`src/rtl/pool_seq_ctrl.sv`:
```
// pool_seq_ctrl: runs one pooling job. Streams source rows into the pool
// block, writes every pooled row to the destination buffer, then pulses done.
// Optional drain watchdog: define POOL_SEQ_TIMEOUT_EN to build it.
//
// Handshake: all strobes are single-cycle qualifiers with no back-pressure.
// src_rd_en is a read request, answered by src_rd_data exactly one cycle
// later. pool_in_valid / pool_out_valid qualify their data buses in the same
// cycle. dst_wr_en qualifies dst_wr_addr/dst_wr_data in the same cycle.
module pool_seq_ctrl #(
  parameter int DWIDTH        = 8,
  parameter int DESIGN_SIZE   = 16,
  parameter int MASK_WIDTH    = 16,
  parameter int MAX_BITS_POOL = 3,
  parameter int AWIDTH        = 10,
  parameter int TIMEOUT       = 64
) (
  input  logic                            clk,
  input  logic                            resetn,
  input  logic                            start,
  input  logic [MAX_BITS_POOL-1:0]        cfg_window,
  input  logic                            cfg_bypass,
  input  logic [AWIDTH-1:0]               cfg_num_rows,
  input  logic [AWIDTH-1:0]               cfg_src_base,
  input  logic [AWIDTH-1:0]               cfg_dst_base,
  input  logic [MASK_WIDTH-1:0]           cfg_mask,
  output logic                            busy,
  output logic                            done,
  output logic                            err,
  output logic                            src_rd_en,
  output logic [AWIDTH-1:0]               src_rd_addr,
  input  logic [DESIGN_SIZE*DWIDTH-1:0]   src_rd_data,
  output logic                            pool_enable,
  output logic                            pool_in_valid,
  output logic [MAX_BITS_POOL-1:0]        pool_window,
  output logic [MASK_WIDTH-1:0]           pool_mask,
  output logic [DESIGN_SIZE*DWIDTH-1:0]   pool_inp_data,
  input  logic                            pool_out_valid,
  input  logic [DESIGN_SIZE*DWIDTH-1:0]   pool_out_data,
  output logic                            dst_wr_en,
  output logic [AWIDTH-1:0]               dst_wr_addr,
  output logic [DESIGN_SIZE*DWIDTH-1:0]   dst_wr_data,
  output logic [2:0]                      dbg_state
);

  localparam int DW = DESIGN_SIZE * DWIDTH;

  typedef enum logic [2:0] {
    S_IDLE  = 3'd0,
    S_CHECK = 3'd1,
    S_READ  = 3'd2,
    S_DRAIN = 3'd3,
    S_FIN   = 3'd4
  } state_t;

  state_t state, state_nx;

  logic [MAX_BITS_POOL-1:0] window_q;
  logic                     bypass_q;
  logic [AWIDTH-1:0]        num_rows_q;
  logic [AWIDTH-1:0]        src_base_q;
  logic [AWIDTH-1:0]        dst_base_q;
  logic [MASK_WIDTH-1:0]    mask_q;
  logic [AWIDTH-1:0]        rd_cnt;
  logic [AWIDTH-1:0]        out_cnt;
  logic [AWIDTH-1:0]        exp_cnt;
  logic                     in_valid_q;
  logic                     wr_en_q;
  logic [AWIDTH-1:0]        wr_addr_q;
  logic [DW-1:0]            wr_data_q;
  logic                     err_q;
  logic                     job_active;
  logic                     cfg_bad;
  logic                     last_rd;
  logic                     accept_out;
  logic                     drop_out;
  logic                     wd_expired;

  // Configuration checks and expected output count, all from latched config
  always_comb begin
    cfg_bad = !((window_q == MAX_BITS_POOL'(1)) || (window_q == MAX_BITS_POOL'(2)) ||
                (window_q == MAX_BITS_POOL'(4)));
    if (!bypass_q) begin
      if ((window_q == MAX_BITS_POOL'(2)) && num_rows_q[0]) cfg_bad = 1'b1;
      if ((window_q == MAX_BITS_POOL'(4)) && (|num_rows_q[1:0])) cfg_bad = 1'b1;
    end
    exp_cnt = num_rows_q;
    if (!bypass_q) begin
      if (window_q == MAX_BITS_POOL'(4))      exp_cnt = num_rows_q >> 2;
      else if (window_q == MAX_BITS_POOL'(2)) exp_cnt = num_rows_q >> 1;
    end
  end

  assign job_active = (state == S_CHECK) || (state == S_READ) || (state == S_DRAIN);
  assign last_rd    = (state == S_READ) && (rd_cnt == num_rows_q - AWIDTH'(1));
  assign accept_out = job_active && pool_out_valid && (out_cnt < exp_cnt);
  assign drop_out   = job_active && pool_out_valid && !(out_cnt < exp_cnt);

`ifdef POOL_SEQ_TIMEOUT_EN
  localparam int WD_W = $clog2(TIMEOUT + 1);
  logic [WD_W-1:0] wd_cnt;

  assign wd_expired = (state == S_DRAIN) && !pool_out_valid &&
                      (wd_cnt == WD_W'(TIMEOUT - 1));

  // Watchdog: consecutive DRAIN cycles without a pool output
  always_ff @(posedge clk or negedge resetn) begin
    if (!resetn) wd_cnt <= '0;
    else if ((state != S_DRAIN) || pool_out_valid) wd_cnt <= '0;
    else wd_cnt <= wd_cnt + WD_W'(1);
  end
`else
  assign wd_expired = 1'b0;
  // TIMEOUT only has meaning when the watchdog is built
  if (TIMEOUT < 1) begin : g_timeout_unused
  end
`endif

  // State register
  always_ff @(posedge clk or negedge resetn) begin
    if (!resetn) state <= S_IDLE;
    else         state <= state_nx;
  end

  // Next-state logic
  always_comb begin
    state_nx = state;
    case (state)
      S_IDLE:  if (start) state_nx = S_CHECK;
      S_CHECK: begin
        if (cfg_bad || (num_rows_q == '0)) state_nx = S_FIN;
        else                               state_nx = S_READ;
      end
      S_READ:  if (last_rd) state_nx = S_DRAIN;
      S_DRAIN: begin
        if (out_cnt == exp_cnt) state_nx = S_FIN;
        else if (wd_expired)    state_nx = S_FIN;
      end
      S_FIN:   state_nx = S_IDLE;
      default: state_nx = S_IDLE;
    endcase
  end

  // Config latch, counters, error flag and registered write port
  always_ff @(posedge clk or negedge resetn) begin
    if (!resetn) begin
      window_q   <= '0;
      bypass_q   <= 1'b0;
      num_rows_q <= '0;
      src_base_q <= '0;
      dst_base_q <= '0;
      mask_q     <= '0;
      rd_cnt     <= '0;
      out_cnt    <= '0;
      in_valid_q <= 1'b0;
      wr_en_q    <= 1'b0;
      wr_addr_q  <= '0;
      wr_data_q  <= '0;
      err_q      <= 1'b0;
    end else begin
      in_valid_q <= (state == S_READ);
      wr_en_q    <= accept_out;
      if ((state == S_IDLE) && start) begin
        window_q   <= cfg_window;
        bypass_q   <= cfg_bypass;
        num_rows_q <= cfg_num_rows;
        src_base_q <= cfg_src_base;
        dst_base_q <= cfg_dst_base;
        mask_q     <= cfg_mask;
        rd_cnt     <= '0;
        out_cnt    <= '0;
        err_q      <= 1'b0;
      end
      if (state == S_READ) rd_cnt <= rd_cnt + AWIDTH'(1);
      if (accept_out) begin
        wr_addr_q <= dst_base_q + out_cnt;
        wr_data_q <= pool_out_data;
        out_cnt   <= out_cnt + AWIDTH'(1);
      end
      if (((state == S_CHECK) && cfg_bad) || drop_out || wd_expired) err_q <= 1'b1;
    end
  end

  assign busy          = job_active;
  assign done          = (state == S_FIN);
  assign err           = err_q;
  assign src_rd_en     = (state == S_READ);
  assign src_rd_addr   = (state == S_READ) ? (src_base_q + rd_cnt) : '0;
  assign pool_enable   = job_active && !bypass_q;
  assign pool_in_valid = in_valid_q;
  assign pool_window   = job_active ? window_q : '0;
  assign pool_mask     = job_active ? mask_q : '0;
  assign pool_inp_data = in_valid_q ? src_rd_data : '0;
  assign dst_wr_en     = wr_en_q;
  assign dst_wr_addr   = wr_addr_q;
  assign dst_wr_data   = wr_data_q;
  assign dbg_state     = state;

endmodule

```
`config.mk`:
```
export PLATFORM = sky130hd
export DESIGN_NAME = pool_seq_ctrl
export DESIGN_NICKNAME = d
export VERILOG_FILES = /design/src/rtl/pool_seq_ctrl.sv
export SDC_FILE = /design/constraint.sdc
export NUM_CORES = 1
export LEC_CHECK = 0
export ABC_CLOCK_PERIOD_IN_PS = 3200
export CAP_MARGIN = 20
export CORE_AREA = 5 5 237 239
export CTS_CLUSTER_DIAMETER = 200
export DETAILED_ROUTE_END_ITERATION = 16
export DIE_AREA = 0 0 242 244
export PLACE_DENSITY = 0.61
export SYNTH_ARGS = -nofsm -noshare
export SYNTH_HDL_FRONTEND = slang
export SYNTH_SLANG_ARGS = --single-unit
```
`constraint.sdc`:
```
create_clock -name clk -period 3.2 [get_ports clk]
set_input_delay 0.64 -clock clk [delete_from_list [all_inputs] [get_ports clk]]
set_output_delay 0.64 -clock clk [all_outputs]
set_load 0.005 [all_outputs]
```
# Word-level counts from Yosys, hierarchy flattened
# Index checks and enable logic that the tools add are counted.
dict set report totals {
  in_bits 310
  ram_bits 0
  wordCells 77
  latchBits 0
  out_inout_bits 305
  n_memories 0
  romBits 0
  register_bits 214
}
dict set report op_classes {
  n_eq_ne 12
  muxes 20
  bitwise 0
  n_div 0
  n_shift 0
  multipliers 0
  magnitude_cmp 1
  reduce_logical 25
  n_addsub 5
}
# cell n
set ops {}
lappend ops {{2-to-1 mux 128 bit} 1}
lappend ops {{2-to-1 mux 10 bit} 7}
lappend ops {{adder 10 x 1 -> 10 bit, second input constant} 2}
lappend ops {{adder 10 bit} 2}
lappend ops {{equality test 10 bit} 2}
lappend ops {{2-to-1 mux 16 bit} 1}
lappend ops {{2-to-1 mux 3 bit} 5}
lappend ops {{case mux 3 bit (4 select lines)} 1}
lappend ops {{zero test 10 bit} 1}
lappend ops {{< comparator 10 bit} 1}
lappend ops {{subtractor 10 x 1 -> 10 bit, second input constant} 1}
lappend ops {{equality test 3 x 2 -> 1 bit, second input constant} 3}
lappend ops {{logical AND 1 bit} 9}
lappend ops {{equality test 3 x 1 -> 1 bit, second input constant} 2}
lappend ops {{equality test 3 bit, second input constant} 2}
lappend ops {{logical OR 1 bit} 6}
lappend ops {{nonzero test 2 bit} 3}
lappend ops {{2-to-1 mux 1 bit} 5}
lappend ops {{!= test 2 x 1 -> 1 bit, second input constant} 2}
lappend ops {{zero test 1 bit} 3}
lappend ops {{zero test 3 bit} 1}
lappend ops {{AND reduction 3 bit} 1}
lappend ops {{!= test 2 bit, second input constant} 1}
lappend ops {{OR reduction 2 bit} 1}

# Depth between registers and ports, before layout
# Gate-level depths: netlist of the first run.
dict set report logic_depth {
  ltp_word 10
  mapped_depth 14
  depth_no_buf 11
}

# Least setup slack after synthesis of the first run
# Ideal clock, no wire load.
dict set report synth_timing {
  path_kind {flip-flop to flip-flop}
  from {register window_q[2]}
  to {register wr_data_q[72] (netlist: dst_wr_data[72])}
  setup_ns 0.128
  synth_period_minus_slack_ns 3.023
  stages_incl_launch_ff 15
  t_arrival_ns 2.895
  path_slack_ns 0.177
  n_path_buf 3
  required_ns 3.072
  cell_sequence {dfrtp_1 > nand2b_1 > nor3_1 > clkbuf_1 > mux2i_1 > or2_2 > ha_1 > nand4_1 > o21ba_2 > a21o_1 > nand3_2 > inv_2 > buf_4 > buf_4 > mux2_1}
}
dict set report synth_between {
  elab_chain_cells 6
  word_cells_on_any_way 7
  cone_classes {order compare: 1; eq/ne: 2; mux: 3; reduce/logical: 1}
}
# item line
set synth_rtl {}
lappend synth_rtl {{from (decl)} 57} ;# logic [MAX_BITS_POOL-1:0] window_q;
lappend synth_rtl {{from (signal assigned)} 163} ;# window_q <= cfg_window;
lappend synth_rtl {{equality test 3 x 2 -> 1 bit} 89} ;# else if (window_q == MAX_BITS_POOL'(2)) exp_cnt = num_rows_q >> 1;
lappend synth_rtl {{2-to-1 mux 10 bit} 89}
lappend synth_rtl {{2-to-1 mux 10 bit *} 88} ;# if (window_q == MAX_BITS_POOL'(4)) exp_cnt = num_rows_q >> 2;
lappend synth_rtl {{2-to-1 mux 10 bit *} 87} ;# if (!bypass_q) begin
lappend synth_rtl {{< comparator 10 bit *} 95} ;# assign accept_out = job_active && pool_out_valid && (out_cnt < exp_cnt);
lappend synth_rtl {{logical AND 1 bit *} 95}
lappend synth_rtl {{to (signal assigned)} 176} ;# wr_data_q <= pool_out_data;
lappend synth_rtl {{to (decl)} 69} ;# logic [DW-1:0] wr_data_q;
# Mark *: on every way between the ends. The rest lies on a longest branch, timed or not.
# A chain may end at the register's enable or synchronous reset.

# Worst setup path in the final report of the first run
dict set report layout_timing {
  from {register rd_cnt[0]}
  to {output port src_rd_addr[8]}
}
dict set report layout_between {
  elab_chain_cells 2
}
# item line
set layout_rtl {}
lappend layout_rtl {{from (decl)} 63} ;# logic [AWIDTH-1:0] rd_cnt;
lappend layout_rtl {{from (signal assigned)} 173} ;# if (state == S_READ) rd_cnt <= rd_cnt + AWIDTH'(1);
lappend layout_rtl {{adder 10 bit} 187} ;# assign src_rd_addr = (state == S_READ) ? (src_base_q + rd_cnt) : '0;
lappend layout_rtl {{2-to-1 mux 10 bit} 187}
lappend layout_rtl {{to (decl)} 30} ;# output logic [AWIDTH-1:0] src_rd_addr,
# Every way passes these cells.

==> run_results.csv, run 1 <==
group,metric,value,unit
sta,finClkSkew,0.0191,ns
sta,max_freq,0.315,GHz
logic_synthesis,synth_top_area_frac,0.489,
min_path,min_path_type,"input pin to asynchronous set/reset pin",
logic_synthesis,synth_top_family_by_area,"simple AND/OR/NAND/NOR gates",
critical_path,crit_chain,"ha_2 > fa_2 > a21o_1 > a21oi_2 > o21ai_1 > o41ai_2 > mux2i_1 > buf_2",
sta,finalMaxSlewViolations,0,
sta,finalSetupViolCount,0,
floorplan,fp-row-count,85,
grt,grt_max_degree,85,
grt,grt_overflow_total,0,
clock_network,clk_pin_slew,0.06,ns
sta,setup_tns,0,ns
critical_path,worstPathArrival,2.54,ns
outcome,status,"finished, final reports clean",
route,drt_iter0_markers,352,
route,via_per_inst,4.38,
route,drtAntennaViolNets,0,
finish,synthToLayoutAreaGrowth,80.1,%
floorplan,floorplan.initialDensity,0.204,
logic_synthesis,syn_area,10900,µm²
critical_path,cpPeakStageDelay,0.39,ns
clock_network,ctsHoldBuffers,0,
clock_network,cts_tree,"built",
logic_synthesis,postSynthCellCount,1038,
logic_synthesis,synthXorXnorAreaFrac,0.0200,
logic_synthesis,synth_edf_count,0,
logic_synthesis,muxShareOfSynthArea,0.146,
floorplan,coreArea,53600,µm²
floorplan,die_w,242,µm
critical_path,cp_top_family,"compound AO/OA/AOI/OAI gates",
floorplan,ioPinCount,615,
grt,grtUsageTotal,0.169,
finish,utilization,0.368,
grt,grt_pass1_vias,11420,
logic_synthesis,synth_async_sr_flop_share,1.00,
sta,fin_crit_sh,0.993,
critical_path,path_buf_inv,1,
finish,register_area,5360,µm²
critical_path,startpoint_type,"flip-flop",
route,num_vias,10634,
power_and_ir_drop,vdd_drop_max,0.453,mV
clock_network,cts_sinks,214,
route,wire_per_inst,22.3,µm
placed_design,dp_slack,-0.0530,ns
logic_synthesis,yosysSeqAreaShare,0.489,
sta,period_minus_slack,3.18,ns
logic_synthesis,synthAdderAreaFrac,0.0391,
logic_synthesis,synth_area_leaders,"dfrtp_1 (49%), mux2_2 (10%), and2_1 (8.7%)",
clock_network,numCtsBuffers,26,
logic_synthesis,synth-simple-area-share,0.196,
clock_network,clock_latency,0.57,ns
placed_design,hpwl,42800,µm
logic_synthesis,synth_cell_types,64,
sta,tightest_slew,0.784,ns
sta,hold_viol_final,0,
route,remaining_drc_errors,0,
clock_network,clk_path_buf_depth,3,
critical_path,path_max_fanout,2,
logic_synthesis,avgSynthCellArea,10.5,µm²
flow_run,cap_violations,0,
critical_path,required,2.56,ns
power_and_ir_drop,p_leak,8.23,nW
floorplan,die_y,244,µm
logic_synthesis,netlist.top_cell.by_area,"dfrtp_1",
logic_synthesis,synth_seq_cells,214,
clock_network,cts_htree_levels,1,
grt,grt_pass1_wl,75900,µm
logic_synthesis,synth.most_common_cell,"dfrtp_1",
logic_synthesis,synth_common_cells,"dfrtp_1 (214), nand2_1 (171), and2_1 (152)",
logic_synthesis,synth_compound_area_frac,0.0728,
sta,worst_slack,0.0235,ns
logic_synthesis,ys.flop_type,"dfrtp_1",
power_and_ir_drop,power_density,892,nW/µm²
critical_path,crit_type,"flip-flop to output port",
placed_design,gp_congestion,0.980,
grt,antenna_found_initial,33,
finish,nNetsFinal,2031,
sta,rsz0062_at_grt,"true",
placed_design,portBuffers,614,
floorplan,dieArea,59000,µm²
sta,max-slew-margin-rel,0.472,
clock_network,cts_root_buffer,"clkbuf_16",
critical_path,cp_slowest_cell,"dfrtp_1",
critical_path,end_kind,"output port",
finish,n_fill_cell,5340,
logic_synthesis,yosysWarningCount,0,
route,wl,54100,µm
route,drt-pass1-iter-count,4,
logic_synthesis,synth_nets,1381,
finish,multi_input_area,5460,µm²
finish,drive_above_1_share,0.159,
cells in the final DEF, fill, tap and decap left out, types with 22 or more instances in the layout:
cell type        count
o21ai_0             24
buf_4               42
diode_2             26
clkdlybuf4s50_1    607
ha_1                26
dfrtp_1            213
mux2_4              22
clkbuf_16           33
nand2_1            171
a21oi_1             23
and2_1             152
nor2_1              27
mux2_2              99
layout make-up:
class | count | share of cell area
Clock buffer | 36 | 0.0369
Multi-Input combinational cell | 743 | 0.277
Antenna cell | 26 | 0.00330
Sequential cell | 214 | 0.272
Inverter | 21 | 0.00476
Clock inverter | 12 | 0.00838
Timing Repair Buffer | 682 | 0.354
Tap cell | 696 | 0.0442
cell families (layout without fill, tap and decap cells):
| logic type | count (synthesis) | count (layout) |
|---|---|---|
| muxes | 143 | 143 |
| buffers and inverters | 81 | 751 |
| and+or+nand+nor | 424 | 424 |
| AOI/OAI and AO/OA | 118 | 118 |
| other | 0 | 26 |
| xor gates and xnor gates | 25 | 25 |
| adders and majority gates | 33 | 33 |
| DFF | 214 | 214 |
registers in the layout (all words and copies together) (netlist names):
| register | cells |
|---|---|
| dbg_state | 3 |
| num_rows_q | 10 |
| out_cnt | 10 |
| window_q | 3 |
| dst_base_q | 10 |
| err | 1 |
| mask_q | 16 |
| src_base_q | 10 |
| bypass_q | 1 |
| dst_wr_addr | 10 |
| rd_cnt | 10 |
| dst_wr_en | 1 |
| pool_in_valid | 1 |
| dst_wr_data | 128 |
final timing paths:
path                                         start                           end  slack, ns  cells after the start
max                          rd_cnt[0]$_DFFE_PN0P_                src_rd_addr[8]       0.02                      8
min                                         resetn        mask_q[10]$_DFFE_PN0P_       0.08                      1
max reg2reg                window_q[2]$_DFFE_PN0P_  dst_wr_data[120]$_DFFE_PN0P_       0.07                     14
min reg2reg                  mask_q[6]$_DFFE_PN0P_         mask_q[6]$_DFFE_PN0P_       0.47                      2
max in group asynchronous                   resetn       pool_in_valid$_DFF_PN0_       2.34                      2
min in group clk             mask_q[6]$_DFFE_PN0P_         mask_q[6]$_DFFE_PN0P_       0.47                      2
power breakdown:
part           total [W]  switching (W)  internal (W)
Sequential       0.00493       0.000929       0.00400
Combinational    0.00959        0.00388       0.00571
Clock            0.00306        0.00122       0.00184
what timing repair did:
| action | in CTS | in global routing |
|---|---|---|
| setup buffers | 9 | 9 |
| endpoints found under the setup margin | 142 | 139 |
| hold endpoints to repair | 0 | 0 |
| resized for setup | 47 | 47 |
| pin swaps | 5 | 23 |
| gates cloned | 3 | 10 |
metrics by stage:
stage | std cells | instance area, µm² | total power (W) | hold WS [ns]
final | 2430 | 19700 | 0.0176 | 0.0790
after global routing | 2424 | 19700 | 0.0187 | 0.115
after CTS | 2388 | 19200 | 0.0172 | 0.0739
after detailed placement | 2328 | 18000 | 0.0136 | 0.458
after global placement | 2328 | 18000 | 0.0134 | 0.453
after floorplan | 1038 | 10900 | 0.00867 | 0.344
layer usage:
metal  routed length (µm)  vias to the layer above  track usage
met5                   27                        -            0
met4                 3980                        4        0.113
met3                 3710                      117       0.0515
met2                28000                      477        0.308
met1                18300                     5169        0.164
li1                     -                     4867            -
(Power assumes the default switching activity.)
==> run 2: changes to the inputs <==
--- a/config.mk
+++ b/config.mk
@@ -5,12 +5,13 @@
 export SDC_FILE = /design/constraint.sdc
 export NUM_CORES = 1
 export LEC_CHECK = 0
+export ABC_AREA = 1
 export ABC_CLOCK_PERIOD_IN_PS = 3200
 export CAP_MARGIN = 20
-export CORE_AREA = 5 5 237 239
+export CORE_AREA = 5 5 238 240
 export CTS_CLUSTER_DIAMETER = 200
 export DETAILED_ROUTE_END_ITERATION = 16
-export DIE_AREA = 0 0 242 244
+export DIE_AREA = 0 0 243 245
 export PLACE_DENSITY = 0.61
 export SYNTH_ARGS = -nofsm -noshare
 export SYNTH_HDL_FRONTEND = slang
==> run_results.csv, run 2 <==
group,metric,value,unit
floorplan,fp-row-count,86,
power_and_ir_drop,power_density,419,nW/µm²
route,drtAntennaViolNets,0,
logic_synthesis,synth_seq_cells,214,
critical_path,regToRegSetupSlack,0.36,ns
clock_network,cts_htree_levels,1,
route,drt_iter0_markers,490,
sta,hold_viol_final,0,
logic_synthesis,synth_cell_types,39,
critical_path,path_max_fanout,7,
critical_path,end_kind,"output port",
finish,synthToLayoutAreaGrowth,73.1,%
sta,finalMaxSlewViolations,0,
floorplan,dieArea,59500,µm²
clock_network,clock_latency,0.57,ns
clock_network,cts_root_buffer,"clkbuf_16",
power_and_ir_drop,clkPwrFrac,0.387,
placed_design,dp_cells,2779,
flow_run,cap_violations,0,
finish,drive_above_1_share,0.0474,
logic_synthesis,avgSynthCellArea,7.34,µm²
clock_network,clk_path_buf_depth,3,
logic_synthesis,synth.most_common_cell,"nand2_1",
sta,finalSetupViolCount,0,
logic_synthesis,synth_top_area_frac,0.487,
sta,setup_tns,0,ns
power_and_ir_drop,vdd_drop_max,0.475,mV
finish,final_common_cell,"nand2_1",
floorplan,die_w,243,µm
clock_network,cts_sinks,214,
grt,grt_pass1_wl,72400,µm
grt,grt_overflow_total,0,
power_and_ir_drop,p_sw_frac,0.279,
placed_design,dp_slack,0.240,ns
placed_design,gp_congestion,0.893,
grt,grt_max_degree,94,
logic_synthesis,syn_area,11000,µm²
finish,n_fill_cell,5674,
critical_path,cpPeakStageDelay,0.55,ns
floorplan,coreArea,54400,µm²
sta,max-slew-margin-rel,0.653,
logic_synthesis,yosysWarningCount,0,
finish,final_cell_mix,"nand2_1 (706), clkdlybuf4s50_1 (607), dfrtp_1 (209)",
logic_synthesis,ys.flop_type,"dfrtp_1",
clock_network,numCtsBuffers,28,
logic_synthesis,postSynthCellCount,1498,
route,via_per_inst,4.12,
outcome,status,"finished, final reports clean",
power_and_ir_drop,p_seq_frac,0.400,
min_path,min_path_type,"input pin to asynchronous set/reset pin",
route,wl,49000,µm
finish,multi_input_area,4610,µm²
sta,tightest_slew,0.521,ns
route,num_vias,11708,
finish,largest_reg_flops,128,
logic_synthesis,synth_area_leaders,"dfrtp_1 (49%), nand2_1 (24%), inv_1 (7.1%)",
power_and_ir_drop,p_sw,0.00222,W
grt,grt_pass1_vias,11784,
critical_path,worstPathArrival,2.45,ns
floorplan,die_y,245,µm
sta,whs,0.0196,ns
clock_network,cts_tree,"built",
grt,grtUsageTotal,0.154,
logic_synthesis,synth_async_sr_flop_share,1.00,
route,remaining_drc_errors,0,
finish,register_area,5360,µm²
placed_design,hpwl,39300,µm
logic_synthesis,synth_common_cells,"nand2_1 (706), dfrtp_1 (214), inv_1 (207)",
route,drt-pass1-iter-count,7,
logic_synthesis,yosysSeqAreaShare,0.487,
sta,max_freq,0.323,GHz
logic_synthesis,netlist.top_cell.by_area,"dfrtp_1",
logic_synthesis,synth_edf_count,0,
sta,worst_slack,0.108,ns
route,wire_per_inst,17.2,µm
grt,antenna_found_initial,17,
finish,nNetsFinal,2452,
clock_network,clk_pin_slew,0.06,ns
critical_path,required,2.56,ns
power_and_ir_drop,p_leak,9.65,nW
placed_design,portBuffers,614,
critical_path,crit_chain,"nor2_1 > nand2_1 > inv_1 > o21ai_0 > a21oi_1 > clkdlybuf4s50_1",
finish,fin_cells,2844,
sta,finClkSkew,0.0335,ns
finish,utilization,0.350,
sta,fin_crit_sh,0.966,
sta,period_minus_slack,3.09,ns
floorplan,floorplan.initialDensity,0.202,
critical_path,cp_slowest_cell,"clkdlybuf4s50_1",
logic_synthesis,synth_nets,1841,
power_and_ir_drop,p_int,0.00574,W
critical_path,crit_type,"flip-flop to output port",
floorplan,ioPinCount,615,
power_and_ir_drop,pwr-share-comb,0.213,
critical_path,startpoint_type,"flip-flop",
## run 2: power by group through the flow
stage	clock, W	sequential [W]	combinational (W)
finish	0.00308	0.00319	0.00170
global route	0.00331	0.00322	0.00188
CTS	0.00319	0.00319	0.00171
detailed placement	0	0.00323	0.00167
global placement	0	0.00322	0.00165
floorplan	0	0.00319	0.000580
## run 2: stage by stage
| stage | area [µm²] | power (W) |
|---|---|---|
| final | 19000 | 0.00797 |
| after detailed placement | 18000 | 0.00490 |
| after CTS | 19000 | 0.00810 |
| after global routing | 19000 | 0.00841 |
| after global placement | 18000 | 0.00487 |
| after floorplan | 11000 | 0.00377 |
## run 2: critical path, delay by kind of cell (launching register included)
family / cells / cell delay [ns]
buffers and inverters: 2 / 0.77
and+or+nand+nor: 2 / 0.44
DFF: 1 / 0.42
AOI/OAI and AO/OA: 2 / 0.26
## run 2: worst paths after layout
| kind | cells past startpoint | end | from |
|---|---|---|---|
| max in group asynchronous | 2 | dst_wr_data[93]$_DFFE_PN0P_ | resetn |
| setup / recovery | 6 | src_rd_addr[3] | dbg_state[2]$_DFFE_PN0P_ |
| hold / removal | 1 | dst_wr_data[55]$_DFFE_PN0P_ | resetn |
| hold reg to reg | 2 | dst_wr_data[100]$_DFFE_PN0P_ | dst_wr_data[100]$_DFFE_PN0P_ |
| setup reg to reg | 15 | dst_wr_data[31]$_DFFE_PN0P_ | window_q[0]$_DFFE_PN0P_ |
| min in group clk | 2 | dst_wr_data[100]$_DFFE_PN0P_ | dst_wr_data[100]$_DFFE_PN0P_ |
## run 2: area by class of cell
class                   count  share of cell area
clock buffers              38              0.0398
flip-flops and latches    214               0.282
repair buffers            642               0.339
well taps                 704              0.0463
inverters                 210              0.0415
multi-input cells        1013               0.242
diodes                     10             0.00131
clock inverters            13             0.00736
## run 2: what timing repair did
action | 4_1_cts | 5_1_grt
hold buffers | 0 | 0
setup endpoints to repair | 6 | 16
gates resized for setup | 17 | 15
buffers inserted | 3 | 1
endpoints found under the hold margin | 0 | 0
pin swaps | 1 | 2
## run 2: cells by family after synthesis
| group | Yosys count | synth area share |
|---|---|---|
| and+or+nand+nor | 834 | 0.294 |
| adders and majority gates | 33 | 0.0389 |
| muxes | 1 | 0.000911 |
| xor gates and xnor gates | 18 | 0.0143 |
| buffers and inverters | 271 | 0.0996 |
| DFF | 214 | 0.487 |
| AOI/OAI and AO/OA | 127 | 0.0650 |
## run 2: per-layer routing
layer / vias up / routed length [µm] / GRT usage / part of all wire
li1: 5782 / - / - / -
met1: 5431 / 19800 / 0.182 / 0.40
met2: 408 / 24600 / 0.272 / 0.50
met3: 81 / 2930 / 0.0384 / 0.060
met4: 6 / 1660 / 0.0552 / 0.034
met5: - / 41 / 0 / 0.00084
==> patch, RTL diff (settings of run 2) <==
The option `POOL_SEQ_TIMEOUT_EN` is turned on by a define.
--- a/src/rtl/pool_seq_ctrl.sv
+++ b/src/rtl/pool_seq_ctrl.sv
@@ -6,6 +6,8 @@
 // src_rd_en is a read request, answered by src_rd_data exactly one cycle
 // later. pool_in_valid / pool_out_valid qualify their data buses in the same
 // cycle. dst_wr_en qualifies dst_wr_addr/dst_wr_data in the same cycle.
+`define POOL_SEQ_TIMEOUT_EN
+
 module pool_seq_ctrl #(
   parameter int DWIDTH        = 8,
   parameter int DESIGN_SIZE   = 16,
Function: same outputs for any inputs over 4 cycles, from zero or initial values and one cycle with resetn low; that may be too few to reach the edited logic, so the function may still have changed.
==> patch against run 2 <==
- area after synthesis increased by 2.9%
- routed wire length increased by 1.3%
- worst setup slack improved by 0.0064 ns
- clock power increased by 15%
- synthesized cell count increased by 2.4%
- cell area increased by 2.4%
- power increased by 4.4%
- sequential cell count increased by 7
- critical endpoint is now src_rd_addr[5]
- highest routed layer unchanged
==> patch: results (changes against run 2) <==
| Metric | Value |
|---|---|
| Status | `completed` |
| R2r startpoint | `window_q[1]` |
| Clk sink count | `221 (+3.3%)` |
| Area after DPL | `18400 um2 (+2.0%)` |
| Grt met2 use | `28.1% (+0.86 points)` |
| Fillers | `5609 (-1.1%)` |
| Mapped Cells | `1534 (+2.4%)` |
| Total power | `8.32 mW (+4.4%)` |
| Post-synthesis sequential area ratio | `48.9% (+0.19 points)` |
| Final net count | `2488 (+1.5%)` |
| Seq pwr | `3.15 mW (-1%)` |
| Post-layout util | `35.8% (+0.85 points)` |
| GPL Wtd Cong | `0.950 (+6.5%)` |
| DP HPWL | `39600 um (+0.64%)` |
| Crit path largest cell delay | `0.53 ns (-0.02 ns)` |
| Worst Setup SP | `rd_cnt[4]` |
| Post-route insts no fill | `2873 (+1.0%)` |
| Top fanout value on the critical path | `6 (-1)` |
| Placed Instances | `2818 (+1.4%)` |
| Worst reg2reg path endpoint | `out_cnt[7]` |
| Worst Setup EP | `src_rd_addr[5]` |
| Total GRT Usage | `15.6% (+0.16 points)` |
| Pre-CTS setup slack | `0.194 ns (-0.0455 ns)` |
| Seq area share | `28.4% (+0.22 points)` |
| Maximum vdd drop | `0.314 mV (-34%)` |
| Invs w/o clock | `212 (+0.95%)` |
| Worst slew margin | `44.1% (-21 points)` |
| Signal buffers | `640 (-0.31%)` |
| DR vias/cell | `4.17 (+1.3%)` |
| # clk buffers | `36 (-5.3%)` |
| Routed WL | `49700 um (+1.3%)` |
| Ant diodes | `3 (-7)` |
| Wl on met1 | `20000 um (+0.91%)` |
| Post-synth cell types | `40 (+2.6%)` |
| Share of post-route cells with drive strength above 1 | `4.94% (+0.20 points)` |
| Min Hold Slack | `0.102 ns (+0.0820 ns)` |
| Most frequent cells after synthesis | `714 x nand2_1, 221 x dfrtp_1, 207 x inv_1, 80 x nor2_1, 67 x o21ai_0` |
| WL met3 | `3270 um (+12%)` |
| Largest net degree at the start of global routing | `100 (+6.4%)` |
| Clk cell area share | `5.31% (+0.59 points)` |
| Multi-input logic cell count | `1041 (+2.8%)` |
| Fmax | `324 MHz (+0.21%)` |
| Initial DRC Count | `647 (+32%)` |
[patch: how the worst min path moves through the flow]
stage               depth (start not counted)       from         endpoint
floorplan                                   0     resetn         bypass_q
global placement                            1  wd_cnt[0]        wd_cnt[0]
detailed placement                          1  wd_cnt[0]        wd_cnt[0]
CTS                                         1     resetn  dst_wr_data[93]
global route                                1     resetn   dst_wr_data[6]
finish                                      1     resetn   dst_wr_data[6]
[patch: what timing repair did]
item                                    CTS  global route
endpoints found under the setup margin    6             4
resized for setup                        14            14
buffers inserted                          0             0
hold buffers                              0             0
[patch: logic make-up (layout without fill, tap and decap cells)]
kind of cell | count (synthesis) | in the layout | share of synthesized area [%]
flip-flops | 221 | 221 | 48.9
adder cells (fa/ha/maj) | 34 | 34 | 3.89
buffers and inverters | 272 | 904 | 9.63
AO/OA/AOI/OAI | 137 | 137 | 6.67
AND/OR/NAND/NOR | 851 | 851 | 29.3
other | 0 | 3 | 0
XOR/XNOR | 19 | 19 | 1.59
